## config.mk

```make
export PLATFORM = sky130hd
export DESIGN_NAME = sync_updown_counter
export DESIGN_NICKNAME = d
export VERILOG_FILES = /design/src/rtl/sync_updown_counter.sv
export SDC_FILE = /design/constraint.sdc
export NUM_CORES = 1
export LEC_CHECK = 0
export CAP_MARGIN = 20
export CORE_AREA = 3 3 40 42
export CTS_BUF_LIST = sky130_fd_sc_hd__clkbuf_4
export DETAILED_ROUTE_END_ITERATION = 7
export DIE_AREA = 0 0 43 45
export PLACE_DENSITY = 0.57
export SLEW_MARGIN = 0
export SYNTH_ARGS = -nofsm -noshare
export SYNTH_HDL_FRONTEND = slang
export SYNTH_SLANG_ARGS = --single-unit
```

## constraint.sdc

```tcl
create_clock -name clk -period 2.6 [get_ports clk]
set_input_delay 0.52 -clock clk [delete_from_list [all_inputs] [get_ports clk]]
set_output_delay 0.52 -clock clk [all_outputs]
set_load 0.05 [all_outputs]
```

## src/rtl/sync_updown_counter.sv

```systemverilog
// sync_updown_counter
// Parametrised synchronous binary counter with configurable width and modulus,
// up/down direction, count enable, synchronous clear, clamped parallel load,
// wrap or saturate behaviour at the range ends, terminal-count output for
// cascading, a one-cycle wrap/saturation pulse and a sticky event flag.

module sync_updown_counter #(
    parameter int              WIDTH    = 4,
    parameter longint unsigned MODULUS  = 64'd1 << WIDTH,
    parameter int              SATURATE = 0
) (
    input  logic             clk,
    input  logic             reset_n,
    input  logic             clr,
    input  logic             load,
    input  logic [WIDTH-1:0] load_val,
    input  logic             en,
    input  logic             up_dn,
    output logic [WIDTH-1:0] Q,
    output logic             tc,
    output logic             wrap,
    output logic             ovf
);

    // Reject unusable parameter sets at elaboration time rather than
    // silently building a counter with a broken range.
    generate
        if (WIDTH < 1 || WIDTH > 32) begin : g_bad_width
            $error("sync_updown_counter: WIDTH must be in 1..32");
        end
        if (MODULUS < 64'd2 || MODULUS > (64'd1 << WIDTH)) begin : g_bad_modulus
            $error("sync_updown_counter: MODULUS must be in 2..2**WIDTH");
        end
        if (SATURATE != 0 && SATURATE != 1) begin : g_bad_saturate
            $error("sync_updown_counter: SATURATE must be 0 or 1");
        end
    endgenerate

    // Highest value the counter may ever hold. The range end is found by an
    // explicit compare against this, so non-power-of-two moduli wrap correctly
    // instead of relying on the adder rolling over at 2**WIDTH.
    localparam logic [WIDTH-1:0] MAX_VAL  = WIDTH'(MODULUS - 64'd1);
    localparam bit               SAT_MODE = (SATURATE != 0);

    logic at_top;
    logic at_bottom;
    logic at_end;
    logic terminal;

    assign at_top    = (Q == MAX_VAL);
    assign at_bottom = (Q == '0);
    assign at_end    = up_dn ? at_top : at_bottom;

    // A terminal event is an enabled step that would leave the range in the
    // current direction; load and clear take priority and suppress it.
    assign terminal  = en & ~load & ~clr & at_end;

    // Terminal count looks one edge ahead so a following counter stage can
    // use it as its enable; it is masked while reset is being applied.
    assign tc        = terminal & reset_n;

    // Counter state, wrap pulse and sticky flag, updated in priority order:
    // reset, clear, load, count, hold.
    always_ff @(posedge clk) begin
        if (!reset_n) begin
            Q    <= '0;
            wrap <= 1'b0;
            ovf  <= 1'b0;
        end else if (clr) begin
            Q    <= '0;
            wrap <= 1'b0;
            ovf  <= 1'b0;
        end else if (load) begin
            Q    <= (load_val > MAX_VAL) ? MAX_VAL : load_val;
            wrap <= 1'b0;
        end else if (en) begin
            if (up_dn) begin
                if (at_top) begin
                    Q <= SAT_MODE ? MAX_VAL : '0;
                end else begin
                    Q <= Q + 1'b1;
                end
            end else begin
                if (at_bottom) begin
                    Q <= SAT_MODE ? '0 : MAX_VAL;
                end else begin
                    Q <= Q - 1'b1;
                end
            end
            wrap <= at_end;
            if (at_end) begin
                ovf <= 1'b1;
            end
        end else begin
            wrap <= 1'b0;
        end
    end

endmodule

```

Yosys cells after proc, flatten, opt, wreduce, memory -nomap -nowiden. Cells that the tools add are included.

Bits in registers: 6. Bits of input ports: 10. Output and inout port bits: 7. Logic and storage cells: 27.

Add/sub/neg operators: 2. $lt $le $gt $ge: 1. Eq/ne operators: 1. Muxes and demuxes: 7. Bitwise operators: 8. Reductions and logical operators: 5.

Operators by type and width (number): $mux 4 (6); $add 4x1->4 const B (1); $and 1x1->1 (4); $eq 4x4->1 const B (1); $gt 4x4->1 const B (1); $logic_not 4->1 (1); $not 1->1 (4); $reduce_or 4->1 (1); $sub 4x1->4 const B (1); $reduce_and 3->1 (1); $reduce_bool 2->1 (1); $reduce_or 2->1 (1); $mux 1 (1).

Depth between registers and ports, before layout.
Word-level depth: 5. Gate-level depth with buffers: 6. Depth with buffers taken out: 6.

Worst setup path before layout. No wires, ideal clock.

Path kind: register to output. From: reg Q[0]. To: out tc. Arrival: 2.324 ns. Required time: 2.080 ns. Setup slack: -0.244 ns. Cell stages (with the launch flop): 6. Path buffers: 0. Path through: dfxtp_1 -> inv_1 -> ha_1 -> or4b_2 -> a21oi_1 -> nor2b_1.

Cells in the longest elaborated chain, start to end: 4. Elaborated cells on any way between the ends: 5. Classes of those cells: eq/ne (1); mux (1); bitwise (2); reduce/logical (1).

RTL lines: start, declared (RTL line 19) `output logic [WIDTH-1:0] Q,`; start signal, assigned (RTL line 74) `Q <= (load_val > MAX_VAL) ? MAX_VAL : load_val;`; start signal, assigned (RTL line 79) `Q <= SAT_MODE ? MAX_VAL : '0;`; start signal, assigned (RTL line 81) `Q <= Q + 1'b1;`; $eq 4x4->1 or $logic_not 4->1 (tied branches) (RTL line 50, 51); $mux 1 * (RTL line 52) `assign at_end = up_dn ? at_top : at_bottom;`; $and 1x1->1 * (RTL line 56) `assign terminal = en & ~load & ~clr & at_end;`; $and 1x1->1 * (RTL line 60) `assign tc = terminal & reset_n;`; end, declared (RTL line 20) `output logic tc,`.

Mark *: on every way between the ends. The rest lies on a longest branch, timed or not.

Worst setup path in the final report.
From: in up_dn. To: out tc.

Cells in the longest elaborated chain, start to end: 3.

RTL lines: start, declared (RTL line 18) `input logic up_dn,`; $mux 1 (RTL line 52); $and 1x1->1 (RTL line 56); $and 1x1->1 (RTL line 60).

Every way passes these cells.

==> impl_metrics.csv <==
group,metric,value,unit
clock_tree,insertion_delay,0.24,ns
timing,drv_slew,0,
floorplanning,rows,13,
logic_synthesis,synth-edff-count,0,
grt,grt_start_max_net_pins,9,
logic_synthesis,synth_top_family_by_area,"simple AND/OR/NAND/NOR gates",
worst_setup_path,regToRegSetupSlack,0.96,ns
logic_synthesis,yosysWarnings,0,
floorplanning,die_w,43,um
grt,grt_busiest_layer,"met1",
place,place_congestion,0.709,
logic_synthesis,synth_cell_type_count,23,
worst_setup_path,end_kind,"primary output",
grt,track_usage,10.7,%
logic_synthesis,syn-mean-instance-area,8.13,sq um
grt,gr-usage-met1,14.9,%
clock_tree,cts-root-buf,"clkbuf_4",
timing,rsz0062_at_grt,"no",
worst_setup_path,arrival,1.91,ns
clock_tree,htreeDepth,1,
worst_setup_path,slowest_delay,0.49,ns
worst_setup_path,worst-path-buf-inv,2,
timing,finalHoldViolCount,0,
floorplanning,ioPinCount,17,
timing,fmax,411,MHz
logic_synthesis,synthesis.nets,58,
routing,vias,413,
worst_setup_path,critPathLaunchType,"input port",
cells_and_area,fin_nets,82,
worst_setup_path,path_cells,"clkdlybuf4s50_1 -> or4b_4 -> a21oi_2 -> nor2b_4 -> buf_12",
logic_synthesis,synthAdderAreaFrac,6.69,%
clock_tree,clock-sinks,6,
logic_synthesis,synth_top_flop_cell,"dfxtp_1",
power_and_ir_drop,irDropWorstVdd,0.192,mV
worst_setup_path,critical_path.slowest_cell,"or4b_4",
outcome,run_status,"finished, final reports clean",
timing,finalCritPeriodShare,93.6,%
logic_synthesis,synth_area_leaders,"dfxtp_1, a21oi_1, ha_1",
worst_setup_path,cp_data_required_time,2.08,ns
logic_synthesis,synth_xor_area_share,7.02,%
timing,worst_pin_slew,0.491,ns
floorplanning,die_area,1940,sq um
cells_and_area,post-route-util,48.5,%
timing,skew,0.000593,ns
min_path,holdCritStartpoint,"ovf$_SDFFE_PP0P_",
grt,grt.overflow.total,0,
routing,drc_errors,0,
logic_synthesis,yosys.area_share.simple,26.1,%
logic_synthesis,synth.largest_area_cell,"dfxtp_1",
worst_setup_path,r2r_cells,6,
routing,antenna_left,0,
timing,setup_viol,0,
power_and_ir_drop,p_per_area,414,nW/um^2
clock_tree,clkSlewWorstSetupHoldPaths,0.05,ns
grt,grt_use_met2,14.4,%
flow_run,cap_violations,0,
cells_and_area,multi_input_area,254,sq um
grt,antenna_found_initial,0,
worst_setup_path,critPathKind,"in -> out",
logic_synthesis,yosys-top-cells-count,"a21oi_1, dfxtp_1, nand2_1",
place,place_ws,-0.0405,ns
place,dp_hpwl,701,um
logic_synthesis,synth_seq_area_share,32.1,%
cells_and_area,diodes,0,
floorplanning,fp.dieH,45,um
cells_and_area,syn_to_final_growth,66.6,%
worst_setup_path,rr_startpoint,"Q[0]$_SDFFE_PP0P_",
grt,grt_pass1_wl,1520,um
floorplanning,start_util,29.1,%
cells_and_area,fill_cells,141,
timing,period_minus_slack,2.43,ns
routing,totalWireLength,909,um
cells_and_area,seq_area,120,sq um
routing,drt-initial-drc-count,12,
min_path,hp-class,"reg -> reg",
power_and_ir_drop,leakage,0.000247,uW
logic_synthesis,synth.top_cell.area_share,32.1,%
logic_synthesis,synth.area.mux_share,5.69,%
logic_synthesis,synth_seq_cells,6,
cells_and_area,drive_above_1_share,19.1,%
timing,slew_headroom,67.1,%
routing,first_pass_iters,5,
grt,grtUsageMet3,3.98,%
routing,wl_per_cell,11.0,um
floorplanning,core,1280,sq um
logic_synthesis,synthCells,46,
routing,vias_per_cell,4.98,
logic_synthesis,synth_area,374,sq um
grt,grt_pass1_vias,339,
logic_synthesis,async_flop_share,0,%
worst_setup_path,cpLargestDelayFamily,"simple AND/OR/NAND/NOR gates",
worst_setup_path,cp_max_fo,2,
worst_setup_path,reg2reg_to,"Q[3]$_SDFFE_PP0P_",
min_path,hold_depth,2,
clock_tree,cts_buffers,3,
min_path,min_to,"ovf$_SDFFE_PP0P_",
clock_tree,cts_buffer_depth,2,
clock_tree,cts_tree,"built",
place,io_buffers,16,
logic_synthesis,synth_compound_area_share,18.4,%
timing,setup_slack,0.166,ns
worst max path at each step:
stage                            from  to  slack [ns]  cells past startpoint
finish                          up_dn  tc        0.17                      5
global route                    up_dn  tc        0.11                      5
CTS                             up_dn  tc       0.009                      5
detailed placement              up_dn  tc       -0.04                      5
global placement                up_dn  tc       -0.04                      5
floorplan           Q[0]$_SDFFE_PP0P_  tc       0.001                      5
timing repair:
action / CTS / global route
resized for setup: 2 / 1
buffers inserted: 0 / 0
pin swaps: 0 / 1
endpoints found under the setup margin: 1 / 1
hold buffers: 0 / 0
state kept, by name (all words and copies together), names as in the netlist:
signal,count
wrap,1
ovf,1
Q,4
metal layers:
layer	wire, um	up-vias	share of wire [%]
met4	14	0	1.5
met5	0	-	0
met3	74	4	8.1
met1	420	183	46
li1	-	207	-
met2	399	19	44
cell usage in the layout, fill, tap and decap left out:
| cell type | count |
|---|---|
| or4_1 | 1 |
| nand2_1 | 5 |
| nor2_1 | 4 |
| nor3b_1 | 1 |
| dfxtp_1 | 6 |
| a211oi_1 | 1 |
| nand2b_1 | 2 |
| xor2_1 | 2 |
| buf_4 | 3 |
| nor2b_4 | 1 |
| ha_1 | 2 |
| nand4_1 | 1 |
| o21ai_0 | 1 |
| or4b_4 | 1 |
| mux2_2 | 1 |
| a311o_1 | 1 |
| clkbuf_4 | 3 |
| buf_12 | 1 |
| a21oi_1 | 5 |
| or3_2 | 1 |
| a21oi_2 | 1 |
| inv_1 | 3 |
| a221oi_1 | 1 |
| inv_2 | 1 |
| o21bai_1 | 1 |
| mux2i_1 | 1 |
| nor2b_1 | 1 |
| xnor2_1 | 1 |
| clkdlybuf4s50_1 | 15 |
worst reg2reg max path: stages (launching register included):
cell      delay [ns]
dfxtp_1         0.45
inv_1           0.09
ha_1            0.23
o21bai_1        0.16
a221oi_1        0.34
a311o_1         0.17
a21oi_1         0.07
cell type report:
cell class                 count  area share, %
timing repair buffer          19           30.9
inverter                       4           2.41
sequential                     6           19.3
clock buffer                   3           3.61
multi-input combinational     36           40.8
tap                           15           3.01
stage by stage:
step	instances	instance area, sq um	hold slack, ns	setup TNS (ns)	power, uW
detailed placement	80	588	0.472	-0.0405	172
CTS	83	619	0.483	0	262
global route	83	623	0.508	0	275
global placement	80	588	0.454	-0.0418	171
finish	83	623	0.476	0	258
floorplan	46	377	0.656	0	140
power by group:
part / switching, uW / internal (uW) / total [uW]
sequential: 5.29 / 95.7 / 101
combinational: 34.0 / 37.4 / 71.4
clock: 33.6 / 52.2 / 85.8
cell families (layout without fill, tap and decap cells):
group / count (synthesis) / in the layout
AO/OA/AOI/OAI: 11 / 11
adder cells (fa/ha/maj): 2 / 2
multiplexers: 2 / 2
AND/OR/NAND/NOR: 18 / 18
XOR/XNOR: 3 / 3
buffers and inverters: 4 / 26
flip-flops: 6 / 6
Note: power is estimated with default switching activity, not from simulation.
